## src/rtl/handwriting_canvas_if.sv

```systemverilog
// ---------------------------------------------------------------------------
// handwriting_canvas_if
//
// Groups every signal of the handwriting canvas except clock and reset.
//
//   editing            edit mode active
//   writing_block_pos  [4:0] block column, [8:5] block row being edited
//   mouse_x/mouse_y    pointer position in pixels
//   mouse_left         pen down
//   clear_req          single-cycle bitmap wipe request
//   h_cnt/v_cnt        VGA pixel counters
//   canvas_vga_pixel   bitmap bit under the VGA beam
//   rd_row/rd_data     registered row-read port (bit i = column i)
//   busy               clear in progress
//   dirty              bitmap written since the last clear
//   stroke_cnt         saturating pen-down event count since the last clear
//
// Modports: slave  = canvas side (drives the outputs)
//           master = system side (drives pointer, VGA counters, read row)
// ---------------------------------------------------------------------------
interface handwriting_canvas_if;
    logic        editing;
    logic [8:0]  writing_block_pos;
    logic [9:0]  mouse_x;
    logic [8:0]  mouse_y;
    logic        mouse_left;
    logic        clear_req;
    logic [9:0]  h_cnt;
    logic [8:0]  v_cnt;
    logic        canvas_vga_pixel;
    logic [4:0]  rd_row;
    logic [31:0] rd_data;
    logic        busy;
    logic        dirty;
    logic [7:0]  stroke_cnt;

    modport slave (
        input  editing,
        input  writing_block_pos,
        input  mouse_x,
        input  mouse_y,
        input  mouse_left,
        input  clear_req,
        input  h_cnt,
        input  v_cnt,
        input  rd_row,
        output canvas_vga_pixel,
        output rd_data,
        output busy,
        output dirty,
        output stroke_cnt
    );

    modport master (
        output editing,
        output writing_block_pos,
        output mouse_x,
        output mouse_y,
        output mouse_left,
        output clear_req,
        output h_cnt,
        output v_cnt,
        output rd_row,
        input  canvas_vga_pixel,
        input  rd_data,
        input  busy,
        input  dirty,
        input  stroke_cnt
    );
endinterface

```

## src/rtl/handwriting_canvas.sv

```systemverilog
// ---------------------------------------------------------------------------
// handwriting_canvas
//
// Holds the 32x32 one-bit handwriting bitmap of the character block being
// edited. Mouse pen strokes inside the edited block set bits; the bitmap is
// served per pixel to the VGA pixel generator (combinational) and per row to
// a downstream consumer (registered, one cycle latency).
//
// Ports:
//   clk    system clock
//   rst_n  asynchronous active-low reset
//   bus    handwriting_canvas_if.slave (see the interface file for signals)
//
// Build option:
//   CANVAS_THICK_PEN_EN  when defined, a pen write sets the 3x3 neighbourhood
//                        around the pen pixel, clipped at the bitmap edges;
//                        otherwise only the pen pixel is set.
//
// A wipe (CLEAR state) zeroes one row per cycle for 32 cycles. It starts on
// clear_req or on the rising edge of editing, and cannot be restarted or
// aborted once running (only reset stops it).
// ---------------------------------------------------------------------------
module handwriting_canvas (
    input  logic                   clk,
    input  logic                   rst_n,
    handwriting_canvas_if.slave    bus
);

    typedef enum logic {
        IDLE  = 1'b0,
        CLEAR = 1'b1
    } state_t;

    state_t      state_reg;
    state_t      state_next;
    logic        clear_done;

    logic [4:0]  clr_row_reg;
    logic [31:0] bitmap_reg [0:31];
    logic        dirty_reg;
    logic [7:0]  stroke_cnt_reg;
    logic [31:0] rd_data_reg;
    logic        pen_prev_reg;
    logic        editing_prev_reg;

    logic        pointer_inside;
    logic [4:0]  px;
    logic [4:0]  py;
    logic        pen_write;
    logic        editing_rise;
    logic [31:0] col_mask;
    logic [31:0] row_hit;

    logic        beam_inside;
    logic [31:0] vga_row;

    // -----------------------------------------------------------------------
    // Pen qualification
    // -----------------------------------------------------------------------
    assign pointer_inside = (bus.mouse_x[9:5] == bus.writing_block_pos[4:0]) &&
                            (bus.mouse_y[8:5] == bus.writing_block_pos[8:5]);
    assign px = bus.mouse_x[4:0];
    assign py = bus.mouse_y[4:0];

    // Writes are refused while wiping so a held pen cannot survive a clear.
    assign pen_write    = bus.editing && bus.mouse_left && pointer_inside &&
                          (state_reg == IDLE);
    assign editing_rise = bus.editing && !editing_prev_reg;

    // -----------------------------------------------------------------------
    // Pen footprint: col_mask holds the columns touched, row_hit the rows.
    // -----------------------------------------------------------------------
`ifdef CANVAS_THICK_PEN_EN
    // Neighbour columns are guarded explicitly so that px-1 at column 0 and
    // px+1 at column 31 never wrap to the opposite edge.
    always_comb begin
        col_mask = 32'd1 << px;
        if (px != 5'd0) begin
            col_mask = col_mask | (32'd1 << (px - 5'd1));
        end
        if (px != 5'd31) begin
            col_mask = col_mask | (32'd1 << (px + 5'd1));
        end
    end

    for (genvar gi = 0; gi < 32; gi++) begin : g_row_hit
        assign row_hit[gi] = (py == 5'(gi)) ||
                             ((py != 5'd0)  && ((py - 5'd1) == 5'(gi))) ||
                             ((py != 5'd31) && ((py + 5'd1) == 5'(gi)));
    end
`else
    assign col_mask = 32'd1 << px;

    for (genvar gi = 0; gi < 32; gi++) begin : g_row_hit
        assign row_hit[gi] = (py == 5'(gi));
    end
`endif

    // -----------------------------------------------------------------------
    // Wipe state machine
    // -----------------------------------------------------------------------
    always_comb begin
        state_next = state_reg;
        clear_done = 1'b0;
        case (state_reg)
            IDLE: begin
                if (bus.clear_req || editing_rise) begin
                    state_next = CLEAR;
                end
            end
            CLEAR: begin
                if (clr_row_reg == 5'd31) begin
                    state_next = IDLE;
                    clear_done = 1'b1;
                end
            end
            default: begin
                state_next = IDLE;
            end
        endcase
    end

    always_ff @(posedge clk or negedge rst_n) begin
        if (!rst_n) begin
            state_reg <= IDLE;
        end else begin
            state_reg <= state_next;
        end
    end

    // The row counter only advances while wiping; it wraps 31 -> 0 on the
    // final wipe edge, so it is already 0 for the next clear.
    always_ff @(posedge clk or negedge rst_n) begin
        if (!rst_n) begin
            clr_row_reg <= 5'd0;
        end else if (state_reg == CLEAR) begin
            clr_row_reg <= clr_row_reg + 5'd1;
        end
    end

    // -----------------------------------------------------------------------
    // Bitmap storage. A pen write that coincides with clear_req in IDLE still
    // lands; the wipe that follows removes it.
    // -----------------------------------------------------------------------
    always_ff @(posedge clk or negedge rst_n) begin
        if (!rst_n) begin
            for (int r = 0; r < 32; r++) begin
                bitmap_reg[r] <= '0;
            end
        end else if (state_reg == CLEAR) begin
            bitmap_reg[clr_row_reg] <= '0;
        end else if (pen_write) begin
            for (int r = 0; r < 32; r++) begin
                if (row_hit[r]) begin
                    bitmap_reg[r] <= bitmap_reg[r] | col_mask;
                end
            end
        end
    end

    // -----------------------------------------------------------------------
    // Status: dirty flag, stroke counter, edge-detect history
    // -----------------------------------------------------------------------
    always_ff @(posedge clk or negedge rst_n) begin
        if (!rst_n) begin
            dirty_reg        <= 1'b0;
            stroke_cnt_reg   <= 8'd0;
            pen_prev_reg     <= 1'b0;
            editing_prev_reg <= 1'b0;
        end else begin
            pen_prev_reg     <= pen_write;
            editing_prev_reg <= bus.editing;

            if (clear_done) begin
                dirty_reg <= 1'b0;
            end else if (pen_write) begin
                dirty_reg <= 1'b1;
            end

            // A stroke is counted once per rising edge of the qualified pen,
            // so a held pen counts once and a pen held through a wipe is not
            // counted until it qualifies again.
            if (clear_done) begin
                stroke_cnt_reg <= 8'd0;
            end else if (pen_write && !pen_prev_reg && (stroke_cnt_reg != 8'hFF)) begin
                stroke_cnt_reg <= stroke_cnt_reg + 8'd1;
            end
        end
    end

    // -----------------------------------------------------------------------
    // Registered row-read port
    // -----------------------------------------------------------------------
    always_ff @(posedge clk or negedge rst_n) begin
        if (!rst_n) begin
            rd_data_reg <= '0;
        end else begin
            rd_data_reg <= bitmap_reg[bus.rd_row];
        end
    end

    // -----------------------------------------------------------------------
    // Per-pixel display read: only inside the edited block while editing.
    // -----------------------------------------------------------------------
    assign beam_inside = bus.editing &&
                         (bus.h_cnt[9:5] == bus.writing_block_pos[4:0]) &&
                         (bus.v_cnt[8:5] == bus.writing_block_pos[8:5]);
    assign vga_row     = bitmap_reg[bus.v_cnt[4:0]];

    assign bus.canvas_vga_pixel = beam_inside && vga_row[bus.h_cnt[4:0]];
    assign bus.rd_data          = rd_data_reg;
    assign bus.busy             = (state_reg == CLEAR);
    assign bus.dirty            = dirty_reg;
    assign bus.stroke_cnt       = stroke_cnt_reg;

endmodule

```

## src/flat_wrapper.sv

```systemverilog
// flat-port wrapper written by rule: the top's interface ports become plain ports
module handwriting_canvas_flat 
  (clk, rst_n, bus_editing, bus_writing_block_pos, bus_mouse_x, bus_mouse_y, bus_mouse_left, bus_clear_req, bus_h_cnt, bus_v_cnt, bus_rd_row, bus_canvas_vga_pixel, bus_rd_data, bus_busy, bus_dirty, bus_stroke_cnt);
  handwriting_canvas_if bus_i ();
  input  logic clk;
  input  logic rst_n;
  input wire logic [$bits(bus_i.editing)-1:0] bus_editing;
  input wire logic [$bits(bus_i.writing_block_pos)-1:0] bus_writing_block_pos;
  input wire logic [$bits(bus_i.mouse_x)-1:0] bus_mouse_x;
  input wire logic [$bits(bus_i.mouse_y)-1:0] bus_mouse_y;
  input wire logic [$bits(bus_i.mouse_left)-1:0] bus_mouse_left;
  input wire logic [$bits(bus_i.clear_req)-1:0] bus_clear_req;
  input wire logic [$bits(bus_i.h_cnt)-1:0] bus_h_cnt;
  input wire logic [$bits(bus_i.v_cnt)-1:0] bus_v_cnt;
  input wire logic [$bits(bus_i.rd_row)-1:0] bus_rd_row;
  output wire logic [$bits(bus_i.canvas_vga_pixel)-1:0] bus_canvas_vga_pixel;
  output wire logic [$bits(bus_i.rd_data)-1:0] bus_rd_data;
  output wire logic [$bits(bus_i.busy)-1:0] bus_busy;
  output wire logic [$bits(bus_i.dirty)-1:0] bus_dirty;
  output wire logic [$bits(bus_i.stroke_cnt)-1:0] bus_stroke_cnt;
  assign bus_i.editing = bus_editing;
  assign bus_i.writing_block_pos = bus_writing_block_pos;
  assign bus_i.mouse_x = bus_mouse_x;
  assign bus_i.mouse_y = bus_mouse_y;
  assign bus_i.mouse_left = bus_mouse_left;
  assign bus_i.clear_req = bus_clear_req;
  assign bus_i.h_cnt = bus_h_cnt;
  assign bus_i.v_cnt = bus_v_cnt;
  assign bus_i.rd_row = bus_rd_row;
  assign bus_canvas_vga_pixel = bus_i.canvas_vga_pixel;
  assign bus_rd_data = bus_i.rd_data;
  assign bus_busy = bus_i.busy;
  assign bus_dirty = bus_i.dirty;
  assign bus_stroke_cnt = bus_i.stroke_cnt;
  handwriting_canvas u_core (.clk(clk), .rst_n(rst_n), .bus(bus_i));
endmodule
```

## config.mk

```make
export PLATFORM = sky130hd
export DESIGN_NAME = handwriting_canvas_flat
export DESIGN_NICKNAME = d
export VERILOG_FILES = /design/src/rtl/handwriting_canvas_if.sv /design/src/rtl/handwriting_canvas.sv /design/src/flat_wrapper.sv
export SDC_FILE = /design/constraint.sdc
export NUM_CORES = 2
export LEC_CHECK = 0
export CORE_UTILIZATION = 30
export DETAILED_ROUTE_END_ITERATION = 8
export PLACE_DENSITY_LB_ADDON = 0.2
export SLEW_MARGIN = 20
export SYNTH_ARGS = -nofsm -noshare
export SYNTH_HDL_FRONTEND = slang
export SYNTH_SLANG_ARGS = --single-unit
```

## constraint.sdc

```tcl
create_clock -name clk -period 3 [get_ports clk]
set_input_delay 0.3 -clock clk [delete_from_list [all_inputs] [get_ports clk]]
set_output_delay 0.3 -clock clk [all_outputs]
set_load 0.03 [all_outputs]
```

==> impl_metrics.yaml <==
global_route:
  antenna_found_initial: 19
  grt_start_max_net_pins: 143
  grt_pass1_vias: 47100
  global_route.usage.total: 0.297
  grt_remaining_overflow: 0
  grt_pass1_wl_mm: 385
placed_design:
  dp_slack_ns: -1.19
  gp_congestion: 0.958
  place_inst: 7732
  numPortBuffers: 99
  dpl.hpwl_mm: 184
worst_setup_path:
  critPathMaxFanout: 3
  worstPathRequired_ns: 2.70
  end_kind: "primary output"
  path_class: "flop to primary output"
  worstPathArrival_ns: 3.32
  cp-start-kind: "flop"
timing:
  max_freq_mhz: 277
  fin_ws_ns: -0.617
  hold_violations: 0
  rsz0062_at_grt: "true"
  tightest_slew_ns: 1.20
  relSlewSlack: 0.200
  finalSetupViolCount: 1
  maxSlewViolCount: 0
  fin_crit_sh: 1.21
  finalCriticalPeriod_ns: 3.62
  clock_skew_ns: 0.0272
pwr:
  power.switching_mw: 16.5
  intPower_mw: 32.7
  switching_share: 0.336
  powerDensity_mw_per_mm2: 711
  pwr-share-comb: 0.247
  clkPwrFrac: 0.352
  power.static_leakage_nw: 30.4
  ir_drop_mv: 0.471
  seq_power_share: 0.400
  finalPower_mw: 49.2
floorplanning:
  start_util: 0.302
  die_area_mm2: 0.186
  io_pins: 100
  die_w_um: 431
  fp.dieH_um: 431
  rows: 157
  core_area_mm2: 0.183
synthesis:
  synthFlopType: "dfrtp_1"
  synth_seq_area_share: 0.487
  synth_seq_cells: 1073
  synth-edff-count: 0
  synth_area_leaders: "dfrtp_1, mux4_2, a21oi_1"
  ys_async_sr_fraction: 1.00
  syn_inst: 5061
  synth_cell_types: 52
  yosys_warnings: 0
  syn_area_per_cell_um2: 10.9
  synthesis.area_mm2: 0.0552
  synth_top_cell_area_share: 0.487
  yosysTopAreaCell: "dfrtp_1"
  syn-num-nets: 5124
detailed_routing:
  drc: 0
  vias_per_cell: 5.98
  ant_nets: 0
  routedWlPerCell_um: 34.7
  drt_iter0_drc: 6878
  firstDrtPassIters: 6
  drt-total-wl_mm: 278
  vias: 47800
clock_network:
  htreeDepth: 4
  numCtsBuffers: 133
  cts_sinks: 1073
  cts_tree: "done"
  cts_buffer_depth: 3
  cts.clk_slew.worst_paths_ns: 0.05
  cts_root_buffer: "clkbuf_16"
  insertion_delay_ns: 0.81
cells_and_area:
  final_common_cell: "dfrtp_1"
  drive_gt1_frac: 0.263
  multi_input_area_mm2: 0.0271
  fin_cells: 7994
  regArea_mm2: 0.0269
  area_delta_synth_final_pct: 25.4
  layout.nets: 5485
  layout_common_cells: "dfrtp_1, nor2_1, a21oi_1"
  nFillCells: 18000
  largest_reg_flops: 1024
  final_util: 0.378
status:
  status: "finished, violations left"
  violations: "negative setup slack"
worst_hold_path:
  min_path_type: "input port to flop"
run:
  drv_cap: 0
[critical path: stages, from the launching register on]
cell      delay [ns]
dfrtp_1         0.39
mux4_2          0.54
o31ai_1         0.35
nor4_1          0.09
nand3_1         0.15
o31ai_4         0.12
nor4_4          0.56
a211oi_4        0.13
buf_12          0.18
[final cells by class]
type / count / area share
repair buffers: 691 / 0.108
well taps: 2464 / 0.0445
multi-input cells: 3516 / 0.392
flip-flops and latches: 1073 / 0.388
clock buffers: 187 / 0.0555
clock inverters: 52 / 0.0114
inverters: 7 / 0.000398
diodes: 4 / 0.000145
[path summary, 6_finish.rpt]
kind                       slack (ns)                 endpoint                    from  cells after the start
setup / recovery                -0.62     bus_canvas_vga_pixel  u_core.bitmap_reg[665]                      8
hold / removal                   0.07  u_core.editing_prev_reg             bus_editing                      1
setup reg to reg                 0.46   u_core.bitmap_reg[760]         u_core.bus.busy                      6
hold reg to reg                  0.50   u_core.bitmap_reg[691]  u_core.bitmap_reg[691]                      2
max in group asynchronous        1.82   u_core.bitmap_reg[185]                   rst_n                      4
min in group asynchronous        0.15    u_core.bitmap_reg[21]                   rst_n                      3
[per-stage QoR]
stage          TNS (ns)  hold WS, ns  area [um^2]
6_report         -0.617       0.0669        69200
3_5_place_dp     -21.50        0.147        63800
2_1_floorplan         0      0.00441        55200
5_1_grt          -0.689       0.0912        69200
4_1_cts          -0.605       0.0189        69100
3_3_place_gp     -28.86        0.146        63800
[timing repair]
| item | 4_1_cts | 5_1_grt |
|---|---|---|
| gates resized for setup | 84 | 11 |
| cloned | 3 | 0 |
| pin swaps | 33 | 14 |
| endpoints found under the hold margin | 506 | 0 |
| hold buffers | 2 | 0 |
| buffers inserted | 18 | 3 |
| endpoints found under the setup margin | 1 | 1 |
[cell families (layout without fill, tap and decap cells)]
group | after synthesis | after routing | share of synthesized area
and+or+nand+nor | 1448 | 1448 | 0.106
AOI/OAI and AO/OA | 1299 | 1299 | 0.129
DFF | 1073 | 1073 | 0.487
muxes | 736 | 736 | 0.236
buffers and inverters | 472 | 937 | 0.0369
xor gates and xnor gates | 27 | 27 | 0.00429
adders and majority gates | 6 | 6 | 0.00136
other | 0 | 4 | 0
[routing by layer]
| metal | global-route usage | part of all wire | vias to the layer above |
|---|---|---|---|
| met5 | 0 | 0.00018 | - |
| met1 | 0.402 | 0.40 | 25100 |
| met2 | 0.451 | 0.45 | 2862 |
| met4 | 0.143 | 0.054 | 8 |
| met3 | 0.0640 | 0.095 | 609 |
| li1 | - | - | 19200 |
[synthesized netlist by cell type, types with 46 or more instances]
library cell / instances
dfrtp_1: 1073
nor3_1: 50
buf_2: 54
nand2_1: 571
clkbuf_1: 321
mux2i_1: 253
buf_1: 49
o221ai_1: 103
o22ai_1: 49
mux4_2: 450
a21oi_1: 588
nand3_1: 46
o21ai_0: 512
nor2_1: 685
[power by group through the flow]
| stage | registers (mW) | logic (mW) | clock network [mW] |
|---|---|---|---|
| 2_1_floorplan | 19.3 | 6.34 | 0 |
| 3_3_place_gp | 19.7 | 11.6 | 0 |
| 3_5_place_dp | 19.8 | 11.7 | 0 |
| 4_1_cts | 19.6 | 11.9 | 17.5 |
| 5_1_grt | 20.0 | 12.8 | 18.1 |
| 6_report | 19.7 | 12.2 | 17.3 |
Power figures use the tool's default switching activity.
